==> config.mk <==
export PLATFORM = sky130hd
export DESIGN_NAME = ex_mem_reg
export DESIGN_NICKNAME = d
export VERILOG_FILES = /design/src/rtl/ex_mem_reg.sv
export SDC_FILE = /design/constraint.sdc
export NUM_CORES = 1
export LEC_CHECK = 0
export ABC_CLOCK_PERIOD_IN_PS = 4100
export CAP_MARGIN = 10
export CORE_MARGIN = 2
export CORE_UTILIZATION = 39
export CTS_CLUSTER_DIAMETER = 200
export DETAILED_ROUTE_END_ITERATION = 10
export GPL_ROUTABILITY_DRIVEN = 0
export PLACE_DENSITY = 0.77
export SYNTH_ARGS = -nofsm -noshare
export SYNTH_HDL_FRONTEND = slang
export SYNTH_SLANG_ARGS = --single-unit
==> constraint.sdc <==
create_clock -name clk -period 4.1 [get_ports clk]
set_input_delay 1.025 -clock clk [delete_from_list [all_inputs] [get_ports clk]]
set_output_delay 1.025 -clock clk [all_outputs]
set_load 0.01 [all_outputs]
==> src/rtl/ex_mem_reg.sv <==
// EX/MEM pipeline register for femtorv32: captures execute results with stall/flush,
// resolves conditional branches from registered flags and drives forwarding/redirect.
module ex_mem_reg #(
  parameter int unsigned XLEN = 32
) (
  input  logic            clk,
  input  logic            rst,
  input  logic            stall,
  input  logic            flush,
  input  logic            ex_valid,
  input  logic [XLEN-1:0] ex_alu_result,
  input  logic [XLEN-1:0] ex_rs2_data,
  input  logic [XLEN-1:0] ex_branch_target,
  input  logic [4:0]      ex_rd,
  input  logic [2:0]      ex_funct3,
  input  logic            ex_zf,
  input  logic            ex_cf,
  input  logic            ex_vf,
  input  logic            ex_sf,
  input  logic            ex_reg_write,
  input  logic            ex_mem_read,
  input  logic            ex_mem_write,
  input  logic            ex_branch,
  input  logic            ex_jump,
  input  logic [1:0]      ex_wb_sel,
  output logic            mem_valid,
  output logic [XLEN-1:0] mem_alu_result,
  output logic [XLEN-1:0] mem_rs2_data,
  output logic [XLEN-1:0] mem_branch_target,
  output logic [4:0]      mem_rd,
  output logic [2:0]      mem_funct3,
  output logic [1:0]      mem_wb_sel,
  output logic            mem_reg_write,
  output logic            mem_mem_read,
  output logic            mem_mem_write,
  output logic            mem_pc_src,
  output logic [4:0]      fwd_rd,
  output logic            fwd_en
);

  localparam int unsigned RD_W = 5;
  localparam int unsigned F3_W = 3;

  typedef struct packed {
    logic            valid;
    logic [XLEN-1:0] alu_result;
    logic [XLEN-1:0] rs2_data;
    logic [XLEN-1:0] branch_target;
    logic [RD_W-1:0] rd;
    logic [F3_W-1:0] funct3;
    logic [1:0]      wb_sel;
    logic            zf;
    logic            cf;
    logic            vf;
    logic            sf;
    logic            reg_write;
    logic            mem_read;
    logic            mem_write;
    logic            branch;
    logic            jump;
  } stage_t;

  stage_t ex_s;
  stage_t stage_d;
  stage_t stage_q;
  logic   taken;

  // Incoming stage payload; control bits gated so an invalid slot becomes a bubble
  always_comb begin
    ex_s               = '0;
    ex_s.valid         = ex_valid;
    ex_s.alu_result    = ex_alu_result;
    ex_s.rs2_data      = ex_rs2_data;
    ex_s.branch_target = ex_branch_target;
    ex_s.rd            = ex_rd;
    ex_s.funct3        = ex_funct3;
    ex_s.wb_sel        = ex_wb_sel;
    ex_s.zf            = ex_zf;
    ex_s.cf            = ex_cf;
    ex_s.vf            = ex_vf;
    ex_s.sf            = ex_sf;
    ex_s.reg_write     = ex_valid & ex_reg_write;
    ex_s.mem_read      = ex_valid & ex_mem_read;
    ex_s.mem_write     = ex_valid & ex_mem_write;
    ex_s.branch        = ex_valid & ex_branch;
    ex_s.jump          = ex_valid & ex_jump;
  end

  // Next-state: flush beats stall; data fields still load during a flush
  always_comb begin
    stage_d = stage_q;
    if (flush) begin
      stage_d           = ex_s;
      stage_d.valid     = 1'b0;
      stage_d.reg_write = 1'b0;
      stage_d.mem_read  = 1'b0;
      stage_d.mem_write = 1'b0;
      stage_d.branch    = 1'b0;
      stage_d.jump      = 1'b0;
    end else if (!stall) begin
      stage_d = ex_s;
    end
  end

  always_ff @(posedge clk or posedge rst) begin
    if (rst) begin
      stage_q <= '0;
    end else begin
      stage_q <= stage_d;
    end
  end

  // Branch condition from registered flags of a - b
  always_comb begin
    taken = 1'b0;
    case (stage_q.funct3)
      3'b000:  taken = stage_q.zf;
      3'b001:  taken = ~stage_q.zf;
      3'b100:  taken = stage_q.sf ^ stage_q.vf;
      3'b101:  taken = ~(stage_q.sf ^ stage_q.vf);
      3'b110:  taken = ~stage_q.cf;
      3'b111:  taken = stage_q.cf;
      default: taken = 1'b0;
    endcase
  end

  assign mem_valid         = stage_q.valid;
  assign mem_alu_result    = stage_q.alu_result;
  assign mem_rs2_data      = stage_q.rs2_data;
  assign mem_branch_target = stage_q.branch_target;
  assign mem_rd            = stage_q.rd;
  assign mem_funct3        = stage_q.funct3;
  assign mem_wb_sel        = stage_q.wb_sel;
  assign mem_reg_write     = stage_q.reg_write;
  assign mem_mem_read      = stage_q.mem_read;
  assign mem_mem_write     = stage_q.mem_write;

  assign mem_pc_src = stage_q.valid & ((stage_q.branch & taken) | stage_q.jump);

  // Loads are not forwarded from here; x0 writes never forward
  assign fwd_en = stage_q.valid & stage_q.reg_write & (stage_q.rd != RD_W'(0)) & ~stage_q.mem_read;
  assign fwd_rd = fwd_en ? stage_q.rd : RD_W'(0);

endmodule

After elaboration in Yosys (flattened, before gate mapping) --
Cells that the tools add are included.
Cells by class: equal/unequal tests 6, mux-type cells 4, bitwise gates (word level) 16, reduce and logical (&&, ||, !) cells 2
Operator list (count):
- $mux 116 | 2
- $eq 3x3->1 const B | 4
- $and 1x1->1 | 10
- $pmux 1 s6 | 1
- $mux 5 | 1
- $reduce_bool 5->1 | 1
- $not 1->1 | 4
- $eq 3x1->1 const B | 1
- $logic_not 3->1 | 1
- $ne 2x1->1 const B | 1
- $or 1x1->1 | 1
- $xor 1x1->1 | 1
Word-level totals: register bits 116, input port bits 120, output and inout port bits 117, word-level logic and storage cells 44

Longest topological paths before layout --
Gate-level depths: netlist of run 1.
word-level depth 6, gate-level depth with buffers 4, depth with buffers taken out 3

Worst setup path before layout of run 1 --
Ideal clock, no wire load.
kind register to output, from register stage_q[6] (netlist bit), to output port mem_pc_src, data arrival time 1.248 ns, required time 3.075 ns, path slack 1.827 ns, stages on the path, launching flop included 4, buffers on the path 0, cell sequence dfrtp_1 xor2_1 and4b_1 o41ai_1
Between the ends: cells in the longest elaborated chain, start to end 6
RTL lines:
- from (decl) | RTL line 65 | stage_t stage_q;
- from (signal assigned) | RTL line 109 | stage_q <= stage_d;
- $xor 1x1->1 (*) | RTL line 119, 120
- $not 1->1 | RTL line 120 | 3'b101: taken = ~(stage_q.sf ^ stage_q.vf);
- $pmux 1 s6 (*) | RTL line 116 | case (stage_q.funct3)
- $and 1x1->1 (*) | RTL line 138 | assign mem_pc_src = stage_q.valid & ((stage_q.branch & taken) | stage_q.jump);
- $or 1x1->1 (*) | RTL line 138
- $and 1x1->1 (*) | RTL line 138
- to (decl) | RTL line 36 | output logic mem_pc_src,
Mark *: on every way between the ends. The rest lies on a longest branch, timed or not.

Worst setup path after layout of run 1 --
Ends and elaborated chain as after synthesis.

==> metrics, run 1 <==
Synth Area in Compound Gates=1.125%; reg2reg start=mem_funct3[0]; max-cap violation count=0; Chip Width=125.8 microns; CTS resizes=0; top post-synthesis cells by area=dfrtp_1 (50%), mux2_4 (26%), buf_4 (14%); Post-CTS Setup Bufs=0; IO buf count=236; WP data arrival=2150 ps; clk_skew=0 ps; Worst Hold Class=reg2reg; Leak Pwr=3.623 nW; largest net degree at the start of global routing=61; Yosys top cell by area=dfrtp_1; slew margin rel.=53.62%; Gate Count Post-Synth=383; GR Util All Layers=15.40%; drc violations=0; peak supply drop=0.2649 mV; CTS H-tree lvls=4; required time of the critical path=3070 ps; detailed-route vias per instance=4.503; Fmax=315.3 MHz; Synth Register Bits=116; setup violators final=0; maximum clock path buffer count=2; clk_lat worst skew=400 ps; Cell Area, Synth=5782 sq um; number of nets in the layout=644; Final period util=77.36%; Synth-to-Final Area Change=38.43%; Initial DRC Count=137; post-synthesis net count=503; WHS Path Cells=1; Worst setup EP type=primary output; Wirelength per Cell=16.64 microns; root buffer cell=clkbuf_16; cts hold-fix bufs=0; Worst Setup Path Type=reg2out; layout cells sized above 1=26.73%; CTS Sinks=116; largest family of logic cells by synthesized area=multiplexers; count of different cell masters after synthesis=23; RSZ-0062 raised after global routing=false; most common cell after layout, fill and taps aside=clkdlybuf4s50_1; Yosys top cell area share=50.21%; setup TNS=0 ps; FF-to-FF End=mem_funct3[0]; crit start category=flip-flop; Max Slew Vio Count=0; commonest non-fill, non-tap cells in the layout=clkdlybuf4s50_1 (236), dfrtp_1 (116), mux2_4 (100), clkbuf_16 (17), mux2_2 (10); Routed WL=11960 microns; Synth Area in Simple Gates=2.597%; first-pass GRT wire length=19150 microns; Core Region=14530 sq um; warning count from the yosys run=0; GRT Residual Overflow=0; TritonCTS clock tree=done; Post-Synth XOR/XNOR Area=0.1515%; endpoints failing hold=0; post-synthesis adder-cell area fraction=0%; Detail Placement HPWL=8566 microns; chip height=125.8 microns; Register-to-Register Path Depth=1; pwr dens=416.0 nW/um^2; # rows=44; CTS buffer count=17; num ports=237; CP Capture Point=mem_pc_src; Setup crit start=stage_q[6]; crit path max fanout=2; crit path time final=3172 ps; post-synthesis sequential area ratio=50.21%; CTS clock-pin slew for the worst setup and hold paths=50 ps; initial antenna violation count=0; ANT nets after route=0; Synth Area per Inst=15.10 sq um; number of fillers in the final layout=1179; first-pass iteration count of the detailed router=4; via count=3238; outcome=complete, no violations; mux cell area share after synthesis=28.09%; Diodes inserted=0; vias in the first global route=3604; starting density of the core=39.78%; measured slew at the worst slew-check pin=695.6 ps; hold_ws=505.0 ps; die area=15820 sq um; R2R setup slack=3250 ps
[worst max-delay path, cell delays in order, from the launching register on]
cell and delay [ps]:
dfrtp_1 400, xor2_1 180, and4b_1 200, o41ai_1 350, clkdlybuf4s50_1 620
[synthesized netlist by cell type, drive strengths merged]
cell type and instances:
nand3b 5, mux2i 1, nand2b 1, mux2 110, and4b 1, a222oi 1, o21ai 1, dfrtp 116
xor2 1, buf 118, o21a 1, a21oi 5, and2 5, or4 1, clkbuf 1, nor4b 1
nor2 3, nand2 8, inv 1, o41ai 1, o2bb2ai 1
[kinds of logic (layout without fill, tap and decap cells)]
kind of cell | after synthesis | in the layout
AND/OR/NAND/NOR | 25 | 25
buffers and inverters | 120 | 272
flip-flops | 116 | 116
AO/OA/AOI/OAI | 10 | 10
multiplexers | 111 | 111
XOR/XNOR | 1 | 1
[report_power, final]
group	switching [mW]	total (mW)	internal (mW)	leakage, nW
Combinational	0.188	0.584	0.396	1.97
Clock	0.474	1.44	0.966	0.286
Sequential	0.0629	1.30	1.24	1.36
[state kept, by name (all words and copies together), names as in the netlist]
register	count
mem_funct3	3
mem_reg_write	1
mem_mem_write	1
mem_mem_read	1
mem_wb_sel	2
stage_q	6
mem_alu_result	32
mem_rd	5
mem_rs2_data	32
mem_branch_target	32
mem_valid	1
[final cells by class]
type,instances,area [sq um],area share (%)
flip-flops and latches,116,2903,36.27
repair buffers,241,2437,30.45
well taps,184,230.2,2.876
clock buffers,26,509.2,6.362
multi-input cells,147,1848,23.09
inverters,1,6.256,0.07816
clock inverters,4,70.07,0.8754
[worst min-delay path by stage]
stage | from | end
after floorplan | mem_branch_target[0] | mem_branch_target[0]
after global placement | mem_branch_target[4] | mem_branch_target[4]
after detailed placement | mem_rs2_data[22] | mem_rs2_data[22]
after CTS | mem_branch_target[30] | mem_branch_target[30]
after global routing | mem_rs2_data[28] | mem_rs2_data[28]
final | mem_branch_target[30] | mem_branch_target[30]
[per-layer routing]
metal	share of wire [%]	GRT usage [%]
met4	2.7	6.464
met5	0	0
met3	7.8	6.032
met1	41	17.95
met2	49	25.44
[per-stage QoR]
step | area, sq um | cells | utilization, % | power [mW] | setup slack, ps
detailed placement | 7425 | 689 | 51.08 | 1.911 | 994.1
global placement | 7425 | 689 | 51.08 | 1.898 | 1083
global route | 8004 | 719 | 55.07 | 3.468 | 814.9
finish | 8004 | 719 | 55.07 | 3.329 | 928.1
floorplan | 5782 | 383 | - | 1.701 | 2.586
CTS | 8004 | 719 | 55.07 | 3.372 | 908.5
Power figures use the tool's default switching activity.
==> inputs of run 2 (changes only) <==
--- a/config.mk
+++ b/config.mk
@@ -5,7 +5,7 @@
 export SDC_FILE = /design/constraint.sdc
 export NUM_CORES = 1
 export LEC_CHECK = 0
-export ABC_CLOCK_PERIOD_IN_PS = 4100
+export ABC_CLOCK_PERIOD_IN_PS = 2600
 export CAP_MARGIN = 10
 export CORE_MARGIN = 2
 export CORE_UTILIZATION = 39
==> constraint.sdc (replaced) <==
create_clock -name clk -period 2.6 [get_ports clk]
set_input_delay 0.65 -clock clk [delete_from_list [all_inputs] [get_ports clk]]
set_output_delay 0.65 -clock clk [all_outputs]
set_load 0.01 [all_outputs]
==> metrics, run 2 (synthesis gave the netlist of run 1 again) <==
max-cap violation count=0 (unchanged); Power Total=5.217 mW (was 3.329 mW); Synth-to-Final Area Change=40.36% (was 38.43%); CTS buffer count=17 (unchanged); Diodes inserted=0 (unchanged); Leak Pwr=3.688 nW (was 3.623 nW); die area=15820 sq um (unchanged); layout cells sized above 1=29.09% (was 26.73%); most common cell after layout, fill and taps aside=clkdlybuf4s50_1 (unchanged); Final period util=95.18%; Wirelength per Cell=16.68 microns (was 16.64 microns); setup TNS=0 ps (unchanged); endpoints failing hold=0 (unchanged); Worst Hold Class=reg2reg (unchanged); Register-to-Register Path Depth=1 (unchanged); Initial DRC Count=87 (was 137); critical-path cell list=nand2_1 -> nor2_2 -> and2_1 -> clkdlybuf4s50_1 (was xor2_1 -> and4b_1 -> o41ai_1 -> clkdlybuf4s50_1); clk_lat worst skew=410 ps (was 400 ps); # rows=44 (unchanged); num ports=237 (unchanged); Core Region=14530 sq um (unchanged); vias in the first global route=3736 (was 3604); via count=3303 (was 3238); hold_ws=506.1 ps (was 505.0 ps); first-pass iteration count of the detailed router=4 (unchanged); Detail Placement HPWL=8865 microns (was 8566 microns); slew margin rel.=69.17% (was 53.62%); WHS Path Cells=1 (unchanged); detailed-route vias per instance=4.500 (was 4.503); total area of sequential cells=2903 sq um (unchanged); multi-input logic area=1851 sq um (was 1848 sq um); first-pass GRT wire length=20100 microns (was 19150 microns); hold endpoint=mem_rs2_data[12] (was mem_branch_target[30]); FF-to-FF End=mem_funct3[1] (was mem_funct3[0]); Fmax=404.1 MHz; chip height=125.8 microns (unchanged); pwr dens=642.9 nW/um^2 (was 416.0 nW/um^2); ANT nets after route=0 (unchanged); setup violators final=0 (unchanged); Post-Place Cells=703 (was 689); crit start category=flip-flop (unchanged); crit path time final=2475 ps; CTS clock-pin slew for the worst setup and hold paths=50 ps (about the same); number of fillers in the final layout=1165 (was 1179); non-filler cells, final=734 (was 719); Worst setup EP type=primary output (unchanged); WP data arrival=1820 ps (was 2150 ps); clk_skew=0 ps (unchanged); reg2reg start=mem_funct3[1] (was mem_funct3[0]); drc violations=0 (unchanged); maximum clock path buffer count=2 (unchanged); largest net degree at the start of global routing=57 (was 61); RSZ-0062 raised after global routing=false (unchanged); root buffer cell=clkbuf_16 (unchanged); Largest stage delay, worst path=540 ps (was 620 ps); Post-CTS Setup Bufs=0 (unchanged); starting density of the core=39.78% (unchanged); crit path max fanout=6 (was 2); Max Slew Vio Count=0 (unchanged); GRT Residual Overflow=0 (unchanged); outcome=complete, no violations (unchanged); TritonCTS clock tree=done (unchanged); peak supply drop=0.4249 mV (was 0.2649 mV); CTS Sinks=116 (unchanged); Max stage delay cell, worst path=clkdlybuf4s50_1 (unchanged); initial antenna violation count=0 (unchanged); commonest non-fill, non-tap cells in the layout=clkdlybuf4s50_1 (234), dfrtp_1 (116), mux2_4 (100), clkbuf_16 (17), buf_4 (14) (was clkdlybuf4s50_1 (236), dfrtp_1 (116), mux2_4 (100), clkbuf_16 (17), mux2_2 (10)); worst hold start=mem_rs2_data[12] (was mem_branch_target[30]); R2R setup slack=1770 ps (was 3250 ps); IO buf count=236 (unchanged); Chip Width=125.8 microns (unchanged); Routed WL=12240 microns (was 11960 microns); GR Util All Layers=16.12% (was 15.40%); required time of the critical path=1950 ps (was 3070 ps); Worst Setup Path Type=reg2out (unchanged); number of nets in the layout=658 (was 644); CTS H-tree lvls=4 (unchanged); measured slew at the worst slew-check pin=461.4 ps (was 695.6 ps)
## run 2: timing repair
action                                  4_1_cts  5_1_grt
hold buffers                                  0        0
gates cloned                                  0        0
endpoints found under the setup margin        3        1
pin swaps                                     0        1
resized for setup                             3        2
## run 2: power by group
group          total [mW]  switching, mW  internal [mW]
sequential           2.06         0.0987           1.96
combinational       0.943          0.303          0.641
clock                2.22          0.798           1.42
## run 2: per-stage QoR
step | setup WS [ps] | instance area, sq um | util, %
3_3_place_gp | 168.5 | 7556 | 51.99
3_5_place_dp | 230.0 | 7556 | 51.99
5_1_grt | 4.152 | 8115 | 55.84
4_1_cts | 65.39 | 8115 | 55.84
6_report | 125.3 | 8115 | 55.84
2_1_floorplan | 536.6 | 5786 | -
## run 2: worst max-delay path by stage
stage | startpoint | to | slack [ps] | cells after the start
floorplan | rst | mem_alu_result[0] | 540 | 1
global placement | stage_q[6] | mem_pc_src | 170 | 4
detailed placement | stage_q[6] | mem_pc_src | 230 | 4
CTS | stage_q[6] | mem_pc_src | 70 | 4
global route | stage_q[6] | mem_pc_src | 4 | 4
finish | mem_valid | fwd_rd[0] | 130 | 4
## run 2: critical path, delay by kind of cell (launching register included)
family	cells	cell delay, ps
flops	1	440
buf+inv	1	540
simple gates	3	440
## run 2: area by class of cell
class / instances / share of cell area [%]
flip-flops and latches: 116 / 35.77
repair buffers: 255 / 31.61
multi-input cells: 147 / 22.80
clock buffers: 21 / 5.550
well taps: 184 / 2.837
clock inverters: 10 / 1.341
inverters: 1 / 0.09251
## run 2: routing by layer
layer	share of wire [%]	up-vias	track usage, %	wire (microns)
li1	-	1503	-	-
met1	41	1626	19.46	5007
met2	49	152	26.30	5993
met3	7.9	22	5.607	969
met4	2.2	0	6.917	272
met5	0	-	0	0
